File: src/rtl/sram_io_pkg.sv
// Shared definitions for the serial SRAM I/O host: link control codes,
// phase kinds, per-phase and host state encodings, and width defaults.
package sram_io_pkg;

    localparam int unsigned DATA_WIDTH_DEF  = 8;
    localparam int unsigned ADDR_WIDTH_DEF  = 9;
    localparam int unsigned FRAME_WIDTH_DEF = ADDR_WIDTH_DEF + DATA_WIDTH_DEF;
    localparam int unsigned TIMEOUT_DEF     = 255;

    // CTRL codes seen by the SRAM I/O controller during a phase
    localparam logic [1:0] CTRL_LOAD  = 2'b00;
    localparam logic [1:0] CTRL_READ  = 2'b01;
    localparam logic [1:0] CTRL_WRITE = 2'b11;

    typedef enum logic [1:0] {
        PH_LOAD,
        PH_ACCESS,
        PH_UNLOAD
    } phase_kind_e;

    typedef enum logic [2:0] {
        PS_IDLE,
        PS_PRE,
        PS_ISSUE,
        PS_SHIFT,
        PS_WAIT
    } phase_state_e;

    typedef enum logic [1:0] {
        H_IDLE,
        H_RUN,
        H_DONE
    } host_state_e;

    // CTRL code for the SRAM access phase of a command
    function automatic logic [1:0] access_ctrl(input logic wr);
        return wr ? CTRL_WRITE : CTRL_READ;
    endfunction

endpackage

File: src/rtl/sram_io_phase.sv
// One serial link phase (LOAD, ACCESS or UNLOAD): PRE, ISSUE, optional
// SHIFT of the frame LSB first, then WAIT for RDY.
// With SRAM_IO_HOST_TIMEOUT_EN defined, WAIT gives up after TIMEOUT_CYCLES.
module sram_io_phase import sram_io_pkg::*; #(
    parameter int unsigned MEMORY_DATA_WIDTH = DATA_WIDTH_DEF,
    parameter int unsigned REG_BITS_WIDTH    = FRAME_WIDTH_DEF,
    parameter int unsigned TIMEOUT_CYCLES    = TIMEOUT_DEF
) (
    input  logic                         CLK,
    input  logic                         RST_N,
    input  logic                         start,
    input  logic [1:0]                   kind,
    input  logic [1:0]                   ctrl_code,
    input  logic [REG_BITS_WIDTH-1:0]    frame,
    input  logic                         SO,
    input  logic                         RDY,
    output logic                         BGN,
    output logic                         LOAD_N,
    output logic [1:0]                   CTRL,
    output logic                         SI,
    output logic                         done,
    output logic                         timeout,
    output logic [MEMORY_DATA_WIDTH-1:0] rbyte
);

    localparam int unsigned CNT_W = $clog2(REG_BITS_WIDTH + 1);
    localparam logic [CNT_W-1:0] SHIFT_LAST = CNT_W'(REG_BITS_WIDTH);
    localparam logic [CNT_W-1:0] CAP_LAST   = CNT_W'(MEMORY_DATA_WIDTH);

    phase_state_e              state;
    phase_kind_e               kind_q;
    logic [1:0]                ctrl_q;
    logic [REG_BITS_WIDTH-1:0] frame_q;
    logic [CNT_W-1:0]          cnt;

    assign done = (state == PS_WAIT) && (RDY || timeout);

    // Phase sequencer; link outputs are registered with the state.
    // cnt = 0 is the lead-in cycle, cnt = k drives frame bit k-1.
    always_ff @(posedge CLK or negedge RST_N) begin
        if (!RST_N) begin
            state   <= PS_IDLE;
            kind_q  <= PH_LOAD;
            ctrl_q  <= CTRL_LOAD;
            frame_q <= '0;
            cnt     <= '0;
            BGN     <= 1'b0;
            LOAD_N  <= 1'b1;
            CTRL    <= CTRL_LOAD;
            SI      <= 1'b0;
            rbyte   <= '0;
        end else if (start) begin
            // Accepted from IDLE or chained straight out of a completing WAIT
            state   <= PS_PRE;
            kind_q  <= phase_kind_e'(kind);
            ctrl_q  <= ctrl_code;
            frame_q <= frame;
            cnt     <= '0;
            BGN     <= 1'b0;
            LOAD_N  <= 1'b1;
            CTRL    <= CTRL_LOAD;
            SI      <= 1'b0;
        end else begin
            case (state)
                PS_IDLE: begin
                end
                PS_PRE: begin
                    state  <= PS_ISSUE;
                    BGN    <= 1'b1;
                    LOAD_N <= 1'b0;
                    CTRL   <= ctrl_q;
                end
                PS_ISSUE: begin
                    cnt <= '0;
                    if (kind_q == PH_ACCESS) begin
                        state <= PS_WAIT;
                        SI    <= 1'b0;
                    end else begin
                        state <= PS_SHIFT;
                        SI    <= frame_q[0];
                    end
                end
                PS_SHIFT: begin
                    if (cnt == SHIFT_LAST) begin
                        state <= PS_WAIT;
                        SI    <= 1'b0;
                    end else begin
                        SI  <= frame_q[cnt];
                        cnt <= cnt + 1'b1;
                    end
                    // Read-back byte arrives LSB first; later samples are address bits
                    if (kind_q == PH_UNLOAD && cnt != '0 && cnt <= CAP_LAST) begin
                        rbyte <= {SO, rbyte[MEMORY_DATA_WIDTH-1:1]};
                    end
                end
                PS_WAIT: begin
                    if (done) begin
                        state  <= PS_IDLE;
                        BGN    <= 1'b0;
                        LOAD_N <= 1'b1;
                        CTRL   <= CTRL_LOAD;
                    end
                end
                default: state <= PS_IDLE;
            endcase
        end
    end

`ifdef SRAM_IO_HOST_TIMEOUT_EN
    localparam logic [7:0] WAIT_LAST = 8'(TIMEOUT_CYCLES - 1);
    logic [7:0] wait_cnt;

    // Counts WAIT cycles without RDY; cleared whenever outside WAIT
    always_ff @(posedge CLK or negedge RST_N) begin
        if (!RST_N) begin
            wait_cnt <= '0;
        end else if (state == PS_WAIT && !RDY) begin
            wait_cnt <= wait_cnt + 8'd1;
        end else begin
            wait_cnt <= '0;
        end
    end

    assign timeout = (state == PS_WAIT) && !RDY && (wait_cnt == WAIT_LAST);
`else
    logic unused_timeout_cfg;
    assign unused_timeout_cfg = (TIMEOUT_CYCLES != 0);
    assign timeout = 1'b0;
`endif

endmodule

File: src/rtl/sram_io_host.sv
// Host-side initiator for the serial SRAM I/O link. Turns REQ/ACK commands
// into LOAD/ACCESS(/UNLOAD) phases run by sram_io_phase.
// Optional macro SRAM_IO_HOST_TIMEOUT_EN enables the RDY timeout and ERR.
module sram_io_host import sram_io_pkg::*; #(
    parameter int unsigned MEMORY_DATA_WIDTH = DATA_WIDTH_DEF,
    parameter int unsigned MEMORY_ADDR_WIDTH = ADDR_WIDTH_DEF,
    parameter int unsigned REG_BITS_WIDTH    = MEMORY_ADDR_WIDTH + MEMORY_DATA_WIDTH,
    parameter int unsigned TIMEOUT_CYCLES    = TIMEOUT_DEF
) (
    input  logic                         CLK,
    input  logic                         RST_N,
    input  logic                         REQ,
    input  logic                         WR,
    input  logic [MEMORY_ADDR_WIDTH-1:0] ADDR,
    input  logic [MEMORY_DATA_WIDTH-1:0] WDATA,
    output logic                         ACK,
    output logic [MEMORY_DATA_WIDTH-1:0] RDATA,
    output logic                         BUSY,
    output logic                         ERR,
    output logic                         BGN,
    output logic                         LOAD_N,
    output logic [1:0]                   CTRL,
    output logic                         SI,
    input  logic                         SO,
    input  logic                         RDY
);

    host_state_e state;
    logic        wr_q;
    phase_kind_e phase_q;
    phase_kind_e next_phase;
    logic        more_phases;

    logic                         ph_start;
    logic [1:0]                   ph_kind;
    logic [1:0]                   ph_ctrl;
    logic [REG_BITS_WIDTH-1:0]    ph_frame;
    logic                         ph_done;
    logic                         ph_timeout;
    logic [MEMORY_DATA_WIDTH-1:0] ph_rbyte;

    // Which phase follows the current one and whether the command has one left
    always_comb begin
        next_phase  = PH_ACCESS;
        more_phases = 1'b0;
        case (phase_q)
            PH_LOAD: begin
                next_phase  = PH_ACCESS;
                more_phases = 1'b1;
            end
            PH_ACCESS: begin
                next_phase  = PH_UNLOAD;
                more_phases = !wr_q;
            end
            default: begin
                next_phase  = PH_UNLOAD;
                more_phases = 1'b0;
            end
        endcase
    end

    // Phase launch: LOAD at accept, later phases chained on the completing edge
    always_comb begin
        ph_start = 1'b0;
        ph_kind  = PH_LOAD;
        ph_ctrl  = CTRL_LOAD;
        ph_frame = '0;
        if (state == H_IDLE && REQ) begin
            ph_start = 1'b1;
            ph_frame = {ADDR, (WR ? WDATA : {MEMORY_DATA_WIDTH{1'b0}})};
        end else if (state == H_RUN && ph_done && !ph_timeout && more_phases) begin
            ph_start = 1'b1;
            ph_kind  = next_phase;
            if (next_phase == PH_ACCESS) begin
                ph_ctrl = access_ctrl(wr_q);
            end
        end
    end

    // Command handshake: accept, step through phases, one-cycle ACK
    always_ff @(posedge CLK or negedge RST_N) begin
        if (!RST_N) begin
            state   <= H_IDLE;
            wr_q    <= 1'b0;
            phase_q <= PH_LOAD;
            ACK     <= 1'b0;
            BUSY    <= 1'b0;
            ERR     <= 1'b0;
            RDATA   <= '0;
        end else begin
            case (state)
                H_IDLE: begin
                    if (REQ) begin
                        state   <= H_RUN;
                        wr_q    <= WR;
                        phase_q <= PH_LOAD;
                        BUSY    <= 1'b1;
                        ERR     <= 1'b0;
                    end
                end
                H_RUN: begin
                    if (ph_done) begin
                        if (ph_timeout || !more_phases) begin
                            state <= H_DONE;
                            ACK   <= 1'b1;
                            BUSY  <= 1'b0;
                            ERR   <= ph_timeout;
                            if (!ph_timeout && phase_q == PH_UNLOAD) begin
                                RDATA <= ph_rbyte;
                            end
                        end else begin
                            phase_q <= next_phase;
                        end
                    end
                end
                H_DONE: begin
                    state <= H_IDLE;
                    ACK   <= 1'b0;
                end
                default: state <= H_IDLE;
            endcase
        end
    end

    sram_io_phase #(
        .MEMORY_DATA_WIDTH (MEMORY_DATA_WIDTH),
        .REG_BITS_WIDTH    (REG_BITS_WIDTH),
        .TIMEOUT_CYCLES    (TIMEOUT_CYCLES)
    ) u_phase (
        .CLK       (CLK),
        .RST_N     (RST_N),
        .start     (ph_start),
        .kind      (ph_kind),
        .ctrl_code (ph_ctrl),
        .frame     (ph_frame),
        .SO        (SO),
        .RDY       (RDY),
        .BGN       (BGN),
        .LOAD_N    (LOAD_N),
        .CTRL      (CTRL),
        .SI        (SI),
        .done      (ph_done),
        .timeout   (ph_timeout),
        .rbyte     (ph_rbyte)
    );

endmodule

File: config.mk
export PLATFORM = sky130hd
export DESIGN_NAME = sram_io_host
export DESIGN_NICKNAME = d
export VERILOG_FILES = /design/src/rtl/sram_io_pkg.sv /design/src/rtl/sram_io_phase.sv /design/src/rtl/sram_io_host.sv
export SDC_FILE = /design/constraint.sdc
export NUM_CORES = 1
export LEC_CHECK = 0
export CORE_MARGIN = 2
export CORE_UTILIZATION = 25
export DETAILED_ROUTE_END_ITERATION = 16
export PLACE_DENSITY = 0.46
export RECOVER_POWER = 50
export SKIP_LAST_GASP = 1
export SLEW_MARGIN = 10
export SYNTH_ARGS = -nofsm -noshare
export SYNTH_HDL_FRONTEND = slang
export SYNTH_SLANG_ARGS = --single-unit
File: constraint.sdc
create_clock -name CLK -period 2 [get_ports CLK]
set_clock_uncertainty 0.1 [all_clocks]
set_input_delay 0.3 -clock CLK [delete_from_list [all_inputs] [get_ports CLK]]
set_output_delay 0.3 -clock CLK [all_outputs]
set_load 0.01 [all_outputs]
==> run_results.csv <==
group,metric,value,unit
clock_tree,clock-sinks,56,
clock_tree,clkLatencyLatePin,0.30,ns
clock_tree,post_cts_buffers,0,
route,ant_nets,0,
place,port-buffer-count,37,
synthesis,synth_top_area_cell,"dfrtp_1",
critical_path,ff2ff_setup_slack,0.09,ns
grt,top_usage_layer,"met2",
place,placed_cells_incl_taps,396,
final_layout,final_nets,297,
route,drt_pass1_iterations,4,
clock_tree,cts_buffers,5,
grt,met1_usage,16.4,%
synthesis,syn_avg_cell_area,11.8,um2
sta,fin_tns_setup,0,ns
clock_tree,h-tree-depth,2,
final_layout,drive_above_1_share,18.4,%
pwr,p_leak,1.50,nW
critical_path,crit_fanout,8,
route,post_drt_wl_per_cell,14.3,um
grt,antenna_found_initial,0,
critical_path,critical_path.max_stage_delay,0.49,ns
sta,final.min_clock_period,1.92,ns
min_path,min_to,"state[0]$_DFFE_PN0P_",
grt,grt_pass1_wl,10100,um
place,place.gp.congestion,0.770,
synthesis,ys_types,46,
clock_tree,cts_tree,"yes",
min_path,hold_class,"reg2reg",
sta,drv_slew,0,
grt,grt_max_degree,33,
route,dr_total_vias,1895,
clock_tree,clock-root-buffer,"clkbuf_8",
place,dp_hpwl,4240,um
synthesis,synth_cells,217,
final_layout,antennaDiodeCount,0,
synthesis,synth-edff-count,0,
synthesis,async_reset_ff_share,100,%
pwr,irDropWorstVdd,0.299,mV
grt,grt_pass1_vias,1959,
route,routed_via_density,4.68,
final_layout,layout_common_cells,"dfrtp_1, clkdlybuf4s50_1, a22o_1, buf_4, nor2_1",
final_layout,final_area,0.00332,mm2
place,place_area,0.00323,mm2
grt,grtUsageMet2,16.8,%
route,drc,0,
synthesis,synth_flop_cell,"dfrtp_1",
route,drt_first_iter_violations,89,
critical_path,worstReg2RegStart,"u_phase.state[0]$_DFFE_PN0P_",
synthesis,yosysSeqAreaShare,54.7,%
grt,met3_usage,2.10,%
critical_path,cp-end-kind,"register",
grt,grt-ovfl-total,0,
synthesis,syn_area,0.00256,mm2
final_layout,fin_cells,405,
floorplan,start_util,26.0,%
clock_tree,cts_max_path_buffers,2,
min_path,hold_depth,1,
floorplan,fp.coreArea,0.00986,mm2
floorplan,die_w,105,um
synthesis,yosys_warnings,0,
critical_path,crit_slowest_cell,"clkdlybuf4s50_1",
synthesis,synth-seq-cells,56,
final_layout,final_common_cell,"dfrtp_1",
sta,hold_viol,0,
sta,setup_viol,0,
synthesis,synthesis.nets,243,
critical_path,start_kind,"input pin",
critical_path,path_class,"in2reg",
min_path,hold_start,"state[1]$_DFFE_PN0P_",
clock_tree,cts_resized,0,
synthesis,synth_area_leaders,"dfrtp_1, a22o_1, mux2_4, mux2_2, mux2i_1",
critical_path,crit_chain,"clkdlybuf4s50_1 > and4bb_4 > nand3_4 > or3b_1 > buf_4 > mux2_4",
pwr,pwr_density_cell,1090,mW/mm2
sta,fin_crit_sh,95.9,%
floorplan,io_pins,39,
sta,tightest_slew,1.14,ns
sta,slew_headroom,24.1,%
sta,setup_ws,0.0818,ns
clock_tree,cts.clk_slew.worst_paths,0.10,ns
run_status,status,"complete, no violations",
floorplan,dieArea,0.0111,mm2
sta,max_freq,0.521,GHz
sta,rsz0062_at_grt,"false",
synthesis,netlist.area_leader.share,53.7,%
place,preCtsSetupSlack,-0.237,ns
floorplan,std_cell_rows,36,
grt,grt_use_total,11.3,%
floorplan,die_h,105,um
route,wirelength,5800,um
critical_path,r2r_cells,5,
critical_path,rr_endpoint,"RDATA[6]$_DFFE_PN0P_",
final_layout,syn_to_final_growth,29.7,%
final_layout,final_util,33.7,%
critical_path,arrival,2.01,ns
critical_path,worstPathRequired,2.09,ns
flow_run,maxCapViolCount,0,
critical_path,crit_start,"RDY",
layout make-up:
cell class	count	area, um2
multi-input cells	142	1080
fillers	997	6540
inverters	6	22.5
well taps	133	166
clock inverters	1	7.51
flip-flops and latches	56	1400
repair buffers	60	556
clock buffers	7	86.3
cells in the mapped netlist (6+ instances only):
cell / number
dfrtp_1: 55
a22o_1: 17
nor2_1: 13
a21oi_1: 10
nand2_1: 9
nand3_1: 9
clkbuf_1: 8
mux2_2: 8
mux2_4: 8
mux2i_1: 8
a21o_1: 6
inv_1: 6
o21ai_0: 6
through the flow:
step	power, mW	hold slack, ns
after detailed placement	3.01	0.189
after floorplan	2.53	-0.0956
after global routing	3.89	0.410
final	3.61	0.390
after global placement	3.00	0.186
after CTS	3.67	0.376
metal layers:
metal | vias to the layer above | share of wire (%)
met5 | - | 0
met4 | 0 | 1.7
met3 | 6 | 3.0
met2 | 27 | 44
met1 | 949 | 51
li1 | 913 | -
what timing repair did:
action | 4_1_cts | 5_1_grt
hold endpoints to repair | 18 | 0
hold buffers | 1 | 0
endpoints found under the setup margin | 0 | 1
registers in the layout (all words and copies together) (netlist names):
signal and flops:
u_phase.frame_q 17, RDATA 8, u_phase.rbyte 8, u_phase.cnt 5
u_phase.state 3, phase_q 2, state 2, u_phase.CTRL 2
u_phase.ctrl_q 2, ACK 1, BUSY 1, u_phase.BGN 1
u_phase.LOAD_N 1, u_phase.SI 1, u_phase.kind_q 1, wr_q 1
worst max-delay path by stage:
stage	slack, ns	cells past startpoint	to
after global routing	0.01	5	u_phase.rbyte[5]$_DFFE_PN0P_
after global placement	-0.22	6	RDATA[4]$_DFFE_PN0P_
after CTS	0.09	5	RDATA[6]$_DFFE_PN0P_
after detailed placement	-0.24	6	RDATA[6]$_DFFE_PN0P_
after floorplan	0.01	8	u_phase.rbyte[0]$_DFFE_PN0P_
final	0.08	6	RDATA[6]$_DFFE_PN0P_
power by group:
part,switching (mW),total [mW],internal [mW]
clock network,0.361,0.644,0.282
logic,0.594,1.27,0.677
registers,0.248,1.70,1.45
worst max-delay path, delay by kind of cell:
family,cells,cell delay [ns]
mux,1,0.30
buf+inv,2,0.69
simple gates,3,0.71
cells by family after synthesis:
kind of cell,after synthesis,share of synthesized area [%]
buf+inv,19,3.32
flops,56,54.7
compound gates,58,16.5
fa+ha+maj,3,1.46
other cells,1,0.146
simple gates,55,12.2
mux,24,11.3
xor+xnor,1,0.342
Note: power is estimated with default switching activity, not from simulation.
